`config.mk`:
```
export PLATFORM = sky130hd
export DESIGN_NAME = div_seq_ctrl
export DESIGN_NICKNAME = d
export VERILOG_FILES = /design/src/rtl/div_seq_ctrl.sv
export SDC_FILE = /design/constraint.sdc
export NUM_CORES = 1
export LEC_CHECK = 0
export CORE_MARGIN = 3
export CORE_UTILIZATION = 27
export CTS_BUF_LIST = sky130_fd_sc_hd__clkbuf_8
export CTS_CLUSTER_DIAMETER = 120
export CTS_CLUSTER_SIZE = 10
export DETAILED_ROUTE_END_ITERATION = 12
export PLACE_DENSITY = 0.5
export SETUP_SLACK_MARGIN = 0.2
export SYNTH_ARGS = -nofsm -noshare
export SYNTH_HDL_FRONTEND = slang
export SYNTH_SLANG_ARGS = --single-unit
```
`constraint.sdc`:
```
create_clock -name clk -period 6.8 [get_ports clk]
set_input_delay 0.68 -clock clk [delete_from_list [all_inputs] [get_ports clk]]
set_output_delay 0.68 -clock clk [all_outputs]
set_load 0.03 [all_outputs]
```
`src/rtl/div_seq_ctrl.sv`:
```
// div_seq_ctrl: multi-cycle restoring divider and sequencer for the EX stage.
// Produces {remainder, quotient} for the HI/LO write and a one-cycle ready
// pulse. Holds the pipeline stalled while iterating; a flush cancels the op.
// Optional build macro: DIV_EARLY_OUT_EN (finish after one BUSY cycle when
// |dividend| < |divisor|, since the quotient is then known to be zero).
module div_seq_ctrl #(
  parameter int WIDTH = 32
) (
  input  logic               clk,
  input  logic               reset,
  input  logic               flush,
  input  logic               start,
  input  logic               signed_div,
  input  logic [WIDTH-1:0]   opa,
  input  logic [WIDTH-1:0]   opb,
  output logic               stall,
  output logic               ready,
  output logic [2*WIDTH-1:0] result,
  output logic               busy
);

  typedef enum logic [1:0] {
    IDLE = 2'd0,
    BUSY = 2'd1,
    DONE = 2'd2
  } state_t;

  localparam logic [5:0] LAST_STEP = 6'(WIDTH - 1);

  state_t             state_q, state_d;
  logic [5:0]         cnt_q, cnt_d;
  logic [WIDTH-1:0]   rem_q, rem_d;     // partial remainder (magnitude)
  logic [WIDTH-1:0]   quo_q, quo_d;     // dividend shifting out / quotient in
  logic [WIDTH-1:0]   dvs_q, dvs_d;     // divisor magnitude
  logic [WIDTH-1:0]   dvd_q, dvd_d;     // original dividend, sign intact
  logic               qneg_q, qneg_d;   // quotient must be negated
  logic               rneg_q, rneg_d;   // remainder must be negated
  logic               early_q, early_d; // result known after one BUSY cycle
  logic [2*WIDTH-1:0] result_q, result_d;

  logic               accept_s;
  logic               a_neg_s, b_neg_s, early_s;
  logic [WIDTH-1:0]   a_mag_s, b_mag_s;
  logic [WIDTH:0]     r_sh_s, diff_s;
  logic [WIDTH-1:0]   rem_step_s, quo_step_s, rem_fin_s, quo_fin_s;

  function automatic logic [WIDTH-1:0] twos_neg(input logic [WIDTH-1:0] v);
    return ~v + {{(WIDTH-1){1'b0}}, 1'b1};
  endfunction

  // Operand magnitudes, one restoring step and the sign-corrected final result.
  always_comb begin
    accept_s = (state_q == IDLE) && start && !flush;
    a_neg_s  = signed_div & opa[WIDTH-1];
    b_neg_s  = signed_div & opb[WIDTH-1];
    a_mag_s  = a_neg_s ? twos_neg(opa) : opa;
    b_mag_s  = b_neg_s ? twos_neg(opb) : opb;
`ifdef DIV_EARLY_OUT_EN
    early_s  = (opb != {WIDTH{1'b0}}) && (a_mag_s < b_mag_s);
`else
    early_s  = 1'b0;
`endif
    r_sh_s     = {rem_q, quo_q[WIDTH-1]};
    diff_s     = r_sh_s - {1'b0, dvs_q};
    rem_step_s = diff_s[WIDTH] ? r_sh_s[WIDTH-1:0] : diff_s[WIDTH-1:0];
    quo_step_s = {quo_q[WIDTH-2:0], ~diff_s[WIDTH]};
    quo_fin_s  = qneg_q ? twos_neg(quo_step_s) : quo_step_s;
    rem_fin_s  = rneg_q ? twos_neg(rem_step_s) : rem_step_s;
  end

  // Next-state logic: accept, iterate, present result, flush cancel.
  always_comb begin
    state_d  = state_q;
    cnt_d    = cnt_q;
    rem_d    = rem_q;
    quo_d    = quo_q;
    dvs_d    = dvs_q;
    dvd_d    = dvd_q;
    qneg_d   = qneg_q;
    rneg_d   = rneg_q;
    early_d  = early_q;
    result_d = result_q;
    case (state_q)
      IDLE: begin
        if (accept_s) begin
          dvd_d   = opa;
          dvs_d   = b_mag_s;
          rem_d   = {WIDTH{1'b0}};
          quo_d   = a_mag_s;
          qneg_d  = a_neg_s ^ b_neg_s;
          rneg_d  = a_neg_s;
          early_d = early_s;
          cnt_d   = 6'd0;
          if (opb == {WIDTH{1'b0}}) begin
            // Divide by zero needs no iteration.
            state_d  = DONE;
            result_d = {opa, {WIDTH{1'b1}}};
          end else begin
            state_d = BUSY;
          end
        end else begin
          state_d = IDLE;
        end
      end
      BUSY: begin
        if (early_q) begin
          state_d  = DONE;
          result_d = {dvd_q, {WIDTH{1'b0}}};
        end else begin
          rem_d = rem_step_s;
          quo_d = quo_step_s;
          if (cnt_q == LAST_STEP) begin
            state_d  = DONE;
            result_d = {rem_fin_s, quo_fin_s};
          end else begin
            cnt_d = cnt_q + 6'd1;
          end
        end
      end
      DONE: begin
        // start is ignored here: the same instruction is still in E.
        state_d = IDLE;
        cnt_d   = 6'd0;
      end
      default: begin
        state_d = IDLE;
        cnt_d   = 6'd0;
      end
    endcase
    if (flush) begin
      state_d  = IDLE;
      cnt_d    = 6'd0;
      result_d = result_q;
    end else begin
      state_d = state_d;
    end
  end

  // State and datapath registers with asynchronous active-low reset.
  always_ff @(posedge clk or negedge reset) begin
    if (!reset) begin
      state_q  <= IDLE;
      cnt_q    <= 6'd0;
      rem_q    <= {WIDTH{1'b0}};
      quo_q    <= {WIDTH{1'b0}};
      dvs_q    <= {WIDTH{1'b0}};
      dvd_q    <= {WIDTH{1'b0}};
      qneg_q   <= 1'b0;
      rneg_q   <= 1'b0;
      early_q  <= 1'b0;
      result_q <= {(2*WIDTH){1'b0}};
    end else begin
      state_q  <= state_d;
      cnt_q    <= cnt_d;
      rem_q    <= rem_d;
      quo_q    <= quo_d;
      dvs_q    <= dvs_d;
      dvd_q    <= dvd_d;
      qneg_q   <= qneg_d;
      rneg_q   <= rneg_d;
      early_q  <= early_d;
      result_q <= result_d;
    end
  end

  // Stall covers the accept cycle and iteration; reset or flush drop it at once.
  assign stall  = reset && !flush && ((state_q == BUSY) || accept_s);
  assign ready  = (state_q == DONE);
  assign busy   = (state_q != IDLE);
  assign result = result_q;

endmodule

```
After elaboration in Yosys (flattened, before gate mapping)
Index checks and enable logic that the tools add are counted.
{"block": "classes", "n_addsub": 6, "bitwise": 9, "reduce_logical": 14, "n_eq_ne": 9, "n_mux": 22}
{"operator": "two-way mux 32 bit", "n": 7}
{"operator": "two-way mux 64 bit", "n": 3}
{"operator": "adder 32 x 1 -> 32 bit (second input constant)", "n": 4}
{"operator": "inverter 32 bit", "n": 4}
{"operator": "one-hot mux 32 bit (2 select lines)", "n": 2}
{"operator": "one-hot mux 64 bit (2 select lines)", "n": 1}
{"operator": "subtractor 33 x 32 -> 33 bit", "n": 1}
{"operator": "logical NOT 32 bit", "n": 1}
{"operator": "two-way mux 6 bit", "n": 3}
{"operator": "one-hot mux 6 bit (2 select lines)", "n": 1}
{"operator": "!= test 3 bit (second input constant)", "n": 3}
{"operator": "two-way mux 2 bit", "n": 4}
{"operator": "adder 6 x 1 -> 6 bit (second input constant)", "n": 1}
{"operator": "== test 6 x 5 -> 1 bit (second input constant)", "n": 1}
{"operator": "AND reduction 2 bit", "n": 3}
{"operator": "AND reduction 5 bit", "n": 1}
{"operator": "logical AND 1 bit", "n": 4}
{"operator": "!= test 2 bit (second input constant)", "n": 2}
{"operator": "one-hot mux 2 bit (2 select lines)", "n": 1}
{"operator": "nonzero test 2 bit", "n": 2}
{"operator": "AND 1 bit", "n": 2}
{"operator": "== test 2 x 1 -> 1 bit (second input constant)", "n": 1}
{"operator": "== test 2 bit (second input constant)", "n": 1}
{"operator": "logical NOT 2 bit", "n": 1}
{"operator": "other kinds (5)", "n": 6}
{"block": "totals", "out_inout_bits": 67, "regBits": 170, "word_cells": 68}

Depth between registers and ports, before layout
Gate-level depths: netlist of the first run.
{"block": "logic_depth", "depth_word": 7, "mapped_depth": 24}

Worst setup path before layout of the first run
No wires, ideal clock.
{"block": "synth_timing", "path_type": "register to register", "startpoint": "register quo_q[31]", "endpoint": "register result_q[62], in the netlist result[62]", "arrival_time_ns": 4.582, "path_buffers": 4, "setup_ns": 0.087, "path_slack_ns": 2.132, "period_less_slack_ns": 4.668, "path_stages_with_launch": 23, "required_time_ns": 6.713, "path_cell_list": "dfrtp_1 > inv_1 > ha_1 > fa_1 > nor2b_1 > o31a_1 > o21ai_2 > a211oi_2 > o21a_1 > buf_2 > nor2_8 > inv_2 > buf_2 > buf_2 > nor2_1 > a21oi_1 > ha_1 > nor4b_1 > mux2i_1 > or3_1 > buf_2 > or4b_1 > o211ai_1"}
{"block": "synth_via", "elab_chain_cells": 7}
{"element": "start: declaration", "line_no": "33", "source": "logic [WIDTH-1:0] quo_q, quo_d;"}
{"element": "start signal: assignment", "line_no": "145", "source": "quo_q <= {WIDTH{1'b0}};"}
{"element": "start signal: assignment", "line_no": "156", "source": "quo_q <= quo_d;"}
{"element": "subtractor 33 x 32 -> 33 bit", "line_no": "64", "source": "diff_s = r_sh_s - {1'b0, dvs_q};"}
{"element": "two-way mux 32 bit (*)", "line_no": "65", "source": "rem_step_s = diff_s[WIDTH] ? r_sh_s[WIDTH-1:0] : diff_s[WIDTH-1:0];"}
{"element": "inverter 32 bit", "line_no": "48", "source": "return ~v + {{(WIDTH-1){1'b0}}, 1'b1};"}
{"element": "adder 32 x 1 -> 32 bit", "line_no": "48"}
{"element": "two-way mux 32 bit (*)", "line_no": "68", "source": "rem_fin_s = rneg_q ? twos_neg(rem_step_s) : rem_step_s;"}
{"element": "two-way mux 64 bit (*)", "line_no": "112", "source": "if (cnt_q == LAST_STEP) begin"}
{"element": "one-hot mux 64 bit (2 select lines) (*)", "line_no": "83", "source": "case (state_q)"}
{"element": "end signal: assignment", "line_no": "151", "source": "result_q <= {(2*WIDTH){1'b0}};"}
{"element": "end signal: assignment", "line_no": "162", "source": "result_q <= result_d;"}
{"element": "end: declaration", "line_no": "39", "source": "logic [2*WIDTH-1:0] result_q, result_d;"}
Mark *: on every way between the ends. The rest lies on a longest branch, timed or not. The select of a mux whose other input is x is not followed.
A chain may end at the register's enable or synchronous reset.

Worst setup path in the final report of the first run
Ends and elaborated chain as after synthesis.

==> impl_metrics.csv, run 1 <==
group,metric,value,unit
run_status,status,"completed",
floorplanning,num_rows,77,
timing,setup_viol,0,
worst_setup_path,worstPathCellList,"inv_1 -> ha_1 -> fa_1 -> nor2b_1 -> o31a_1 -> o21ai_2 -> a211oi_2 -> nor3_2 -> nor2_8 -> inv_2 -> a21oi_1 -> ha_1 -> nor4b_1 -> mux2i_1 -> or3_1 -> or4b_1 -> o211ai_1",
floorplanning,die_area,48200,um2
placed_design,gp_congestion,0.854,
layout,post_route_cells_drive_above_1_share,5.34,%
worst_setup_path,worst_setup_path_end_kind,"register",
timing,hold_violations,0,
route,drtAntennaViolNets,0,
worst_setup_path,r2r-end,"result[62]$_DFFE_PN0P_",
worst_setup_path,cp.buffers_inverters,2,
layout,mostFrequentLayoutCells,"nand2_1, dfrtp_1, o21ai_0",
timing,layout_worst_path_cycle_share,81.1,%
layout,nets,1703,
floorplanning,core,44600,um2
synthesis,synthTopCellsByArea,"dfrtp_1, o21ai_0, a21oi_1, nand2_1, xor2_1",
route,via_per_inst,5.11,
cts,cts_buffers,17,
worst_setup_path,crit_type,"register to register",
hold_path,hold_path.class,"input pin to async pin",
timing,rsz0062_at_grt,"no",
global_route,grt_pass1_vias,10900,
route,routed_wl,40900,um
cts,htree_levels,4,
cts,cts_hold_buf,0,
synthesis,syn_nets,1629,
synthesis,yosysWarnings,0,
timing,relSlewSlack,30.1,%
timing,slew_viol_final,0,
cts,ctsResizeCount,0,
layout,layout_commonest_cell,"nand2_1",
synthesis,async_flop_share,100,%
timing,clock-skew-final,0.0239,ns
worst_setup_path,cp-start-kind,"register",
worst_setup_path,cpMaxStageDelayCell,"nor2_8",
placed_design,dp_hpwl,31000,um
timing,fmax,0.181,GHz
cts,root_buffer,"clkbuf_8",
timing,tns,0,ns
synthesis,syn_area_per_cell,8.10,um2
layout,syn_to_final_growth,18.3,%
synthesis,syn-instance-count,1522,
worst_setup_path,crit_top_cell,"ha_1",
worst_setup_path,path_max_fanout,36,
worst_setup_path,slowest_delay,0.59,ns
route,firstDrtPassIters,4,
worst_setup_path,critical_path_required,7.23,ns
flow_run,max-cap-violations,0,
layout,fillers,4724,
synthesis,synth_top_area_share,34.5,%
global_route,track_usage,17.0,%
route,drc,0,
global_route,grt_max_degree,78,
synthesis,ys_seq_elements,170,
cts,cts.sinks,170,
cts,cts_tree,"done",
global_route,grt_antenna_before_repair,0,
global_route,grt_overflow,0,
floorplanning,pin_count,136,
synthesis,ys_types,85,
synthesis,ys_seq_area_share,34.5,%
global_route,grt_pass1_wl,64100,um
worst_setup_path,critical-path-top-delay-family,"simple AND/OR/NAND/NOR gates",
route,drt_iter0_drc,735,
power,vdd_drop_max,167,uV
floorplanning,initial_core_util,27.6,%
power,p_leak,5.77,nW
layout,multi_input_area,7500,um2
floorplanning,die_x,220,um
timing,worstMarginPinSlew,1.04,ns
power,power_density,435,nW/um2
cts,cts_buffer_depth,2,
synthesis,yosysTopAreaCell,"dfrtp_1",
placed_design,io_buffers,135,
worst_setup_path,ff2ff_path_depth,17,
layout,seqCellArea,4250,um2
synthesis,synth.cell_area,12300,um2
timing,finalCriticalPeriod,5.52,ns
worst_setup_path,cp.arrival,5.95,ns
worst_setup_path,r2r_slack,1.28,ns
cts,clkTransAtPathRegs,0.11,ns
synthesis,synth_edf_count,0,
cts,post-cts-setup-buffers,0,
synthesis,synth_ff_type,"dfrtp_1",
worst_setup_path,crit_path_start,"quo_q[31]$_DFFE_PN0P_",
layout,utilization,32.7,%
cts,clkLatencyLatePin,0.51,ns
floorplanning,die_h,220,um
route,vias,11300,
route,routedWlPerCell,18.6,um
worst_setup_path,reg2reg_from,"quo_q[31]$_DFFE_PN0P_",
layout,antennaDiodeCount,0,
-- synthesized netlist by cell type (all sizes together) (9+ instances only) --
master	instances
nand3	52
dfrtp	170
o211ai	11
a31oi	33
o41ai	12
or3	24
a211oi	11
o22ai	15
clkbuf	64
xnor2	51
nor4	14
and3	15
nand2	175
nand4	13
a21oi	139
buf	28
a21o	9
o31ai	29
o21ai	165
inv	57
xor2	75
mux2i	35
ha	37
nand2b	12
nor3	28
or4	19
nor2	129
or2	10
-- power breakdown --
group          internal, W  total, W  leakage (nW)  switching [W]
clock network     0.000371  0.000816         0.211       0.000445
registers          0.00133   0.00168          2.04       0.000350
logic              0.00144   0.00385          3.52        0.00241
total              0.00314   0.00635          5.77        0.00320
-- layer usage --
metal  part of all wire [%]  GRT usage (%)  vias up
met3                    4.0           2.19       21
met1                     49           24.4     5391
met2                     46           27.4      235
met5                      0              0        -
met4                   0.88           3.43        0
li1                       -              -     5605
-- state kept, by name (all words and copies together), names as in the netlist --
name	flops
quo_q	32
rem_q	32
state_q	2
rneg_q	1
qneg_q	1
dvs_q	32
result	64
cnt_q	6
-- layout make-up --
cell class                      instances  area share [%]
Timing Repair Buffer                  147            9.90
Sequential cell                       170            29.2
Tap cell                              592            5.08
Clock buffer                           17            1.61
Multi-Input combinational cell       1203            51.5
Clock inverter                         15            1.30
Inverter                               57            1.47
-- how the worst max path moves through the flow --
stage | slack [ns] | endpoint | depth (start not counted)
after floorplan | 2.13 | result[62]$_DFFE_PN0P_ | 22
after global placement | 1.47 | result[58]$_DFFE_PN0P_ | 18
after detailed placement | 1.32 | result[62]$_DFFE_PN0P_ | 17
after CTS | 1.31 | result[62]$_DFFE_PN0P_ | 17
after global routing | 0.83 | result[58]$_DFFE_PN0P_ | 16
final | 1.28 | result[62]$_DFFE_PN0P_ | 17
-- logic make-up (layout without fill, tap and decap cells) --
logic type	count (synthesis)	count (layout)	synth area share (%)
and+or+nand+nor	519	519	20.2
AOI/OAI and AO/OA	478	478	24.1
DFF	170	170	34.5
buffers and inverters	149	236	4.86
xor gates and xnor gates	126	126	8.96
muxes	42	42	3.48
adders and majority gates	38	38	3.92
-- stage by stage --
stage	cells	setup WS (ns)	cell area, um2	total power, W	hold WS [ns]
6_report	2201	1.28	14600	0.00635	0.0835
5_1_grt	2201	0.826	14600	0.00686	0.0708
4_1_cts	2201	1.31	14600	0.00637	0.0588
3_5_place_dp	2169	1.32	14200	0.00554	0.458
3_3_place_gp	2169	1.47	14200	0.00553	0.460
2_1_floorplan	1522	2.13	12300	0.00430	0.384
No activity file was read; power rests on OpenSTA's default activity.
==> run 2, diff against run 1 <==
clock period = 5.4 ns   (was 6.8 ns; I/O delays follow)
==> run 2 against run 1 <==
Against the previous run: first-iteration DRC count increased by 6.4%; maximum frequency increased by 15%; worst setup slack got worse by 0.70 ns; routed wire length increased by 0.47%; worst hold slack improved by 0.40 ns; cell count increased by 0.68%; flip-flop and latch count unchanged; via count increased by 1.3%; highest routed layer unchanged; sequential share of layout area decreased by 0.14 points; critical path depth increased by 2; largest power group unchanged; register-to-register slack got worse by 0.70 ns; global-route usage increased by 0.085 points.
==> impl_metrics.csv, run 2 (synthesis results as in run 1) <==
group,metric,value,unit
layout,mostFrequentLayoutCells,"nand2_1, dfrtp_1, o21ai_0",
power,p_sw_share,51.2,%
layout,syn_to_final_growth,18.9,%
power,p_comb_share,62.1,%
floorplanning,initial_core_util,27.6,%
worst_setup_path,worst_setup_path_end_kind,"register",
worst_setup_path,path_max_fanout,9,
layout,layout_commonest_cell,"nand2_1",
route,drc,0,
timing,worstMarginPinSlew,1.08,ns
power,vdd_drop_max,207,uV
floorplanning,die_x,220,um
timing,setup_ws,0.583,ns
global_route,grt_overflow,0,
global_route,grt_pass1_wl,64800,um
floorplanning,pin_count,136,
layout,antennaDiodeCount,0,
cts,htree_levels,4,
global_route,grt_pass1_vias,11000,
floorplanning,die_h,220,um
timing,fmax,0.208,GHz
timing,relSlewSlack,27.2,%
worst_setup_path,crit_type,"register to register",
timing,finalCriticalPeriod,4.82,ns
cts,cts_tree,"done",
route,vias,11400,
layout,nets,1718,
timing,hold_violations,0,
route,drtAntennaViolNets,0,
layout,post_route_cells_drive_above_1_share,6.16,%
route,routedWlPerCell,18.5,um
placed_design,gp_congestion,0.873,
route,drt_iter0_drc,782,
cts,cts_buffer_depth,2,
cts,clkTransAtPathRegs,0.12,ns
power,p_clk_share,11.2,%
route,firstDrtPassIters,5,
hold_path,hold_path.class,"register to register",
route,via_per_inst,5.15,
worst_setup_path,cp-start-kind,"register",
cts,root_buffer,"clkbuf_8",
worst_setup_path,worstPathCellList,"inv_1 -> ha_1 -> fa_1 -> nor2b_1 -> o31a_1 -> o21ai_2 -> a211oi_4 -> o21a_4 -> nor2_8 -> inv_2 -> nor2_1 -> a21oi_1 -> ha_1 -> nor4b_1 -> mux2i_1 -> or3_1 -> o31ai_1 -> xor2_1 -> a21oi_1",
global_route,track_usage,17.1,%
run_status,status,"completed",
placed_design,io_buffers,135,
worst_setup_path,critical_path_required,5.78,ns
placed_design,dp_hpwl,31500,um
power,internal-power,0.00388,W
timing,clock-skew-final,0.0233,ns
global_route,grt_antenna_before_repair,0,
timing,layout_worst_path_cycle_share,89.2,%
layout,largest_reg_flops,64,
floorplanning,die_area,48200,um2
flow_run,max-cap-violations,0,
cts,clkLatencyLatePin,0.51,ns
floorplanning,core,44600,um2
worst_setup_path,slowest_delay,0.55,ns
placed_design,detailedPlace.worstSlack,0.407,ns
power,p_leak,5.82,nW
floorplanning,num_rows,77,
power,p_sw,0.00406,W
cts,cts.sinks,170,
timing,timing.hold.ws,0.484,ns
timing,slew_viol_final,0,
worst_setup_path,cpMaxStageDelayCell,"or3_1",
timing,rsz0062_at_grt,"no",
route,routed_wl,41100,um
power,p_seq_share,26.8,%
power,power_density,543,nW/um2
global_route,grt_max_degree,73,
timing,setup_viol,0,
cts,cts_buffers,17,
timing,tns,0,ns
worst_setup_path,cp.arrival,5.20,ns
==> run 2: final cells by class <==
class                           count  area, um2
Fill cell                        4749      30000
Multi-Input combinational cell   1203       7510
Sequential cell                   170       4250
Timing Repair Buffer              162       1570
Tap cell                          592        741
Clock buffer                       17        234
Inverter                           57        214
Clock inverter                     15        118
==> run 2: metrics by stage <==
step           area [um2]  utilization [%]  power, W  std cells
3_3_place_gp        14200             31.9   0.00703       2181
2_1_floorplan       12300                -   0.00541       1522
4_1_cts             14600             32.8   0.00795       2214
5_1_grt             14600             32.8   0.00859       2216
6_report            14600             32.8   0.00795       2216
3_5_place_dp        14200             31.9   0.00703       2181
==> run 2: routing by layer <==
| layer | track usage [%] | up-vias | wire (um) |
|---|---|---|---|
| li1 | - | 5661 | - |
| met1 | 24.6 | 5442 | 20200 |
| met2 | 27.0 | 269 | 18500 |
| met3 | 2.54 | 30 | 1930 |
| met4 | 3.69 | 0 | 478 |
| met5 | 0 | - | 0 |
==> run 2: timing repair <==
action | CTS | global route
setup endpoints to repair | 0 | 7
gates resized for setup | 0 | 4
hold buffers | 1 | 0
endpoints found under the hold margin | 38 | 0
setup buffers | 0 | 2
==> run 2: power by group through the flow <==
stage / sequential, W / clock, W / combinational [W]
4_1_cts: 0.00212 / 0.000924 / 0.00490
3_5_place_dp: 0.00215 / 0 / 0.00488
5_1_grt: 0.00219 / 0.000968 / 0.00544
3_3_place_gp: 0.00213 / 0 / 0.00490
2_1_floorplan: 0.00236 / 0 / 0.00305
6_report: 0.00213 / 0.000887 / 0.00493
==> run 2: path summary, 6_finish.rpt <==
path	from	to	slack (ns)	cells after the start
worst max-delay path	quo_q[31]$_DFFE_PN0P_	result[58]$_DFFE_PN0P_	0.58	19
worst min-delay path	dvs_q[30]$_DFFE_PN0P_	dvs_q[30]$_DFFE_PN0P_	0.48	2
min in group asynchronous	reset	quo_q[4]$_DFFE_PN0P_	0.54	2
max in group asynchronous	reset	quo_q[30]$_DFFE_PN0P_	3.56	3
worst min register to register	dvs_q[30]$_DFFE_PN0P_	dvs_q[30]$_DFFE_PN0P_	0.48	2
worst max register to register	quo_q[31]$_DFFE_PN0P_	result[58]$_DFFE_PN0P_	0.58	19
==> run 2: critical path, delay by kind of cell, from the launching register on <==
kind / cells / cell delay, ns
compound gates: 7 / 1.65
xor+xnor: 1 / 0.17
fa+ha+maj: 3 / 0.91
buf+inv: 2 / 0.19
flops: 1 / 0.43
mux: 1 / 0.17
simple gates: 5 / 1.14
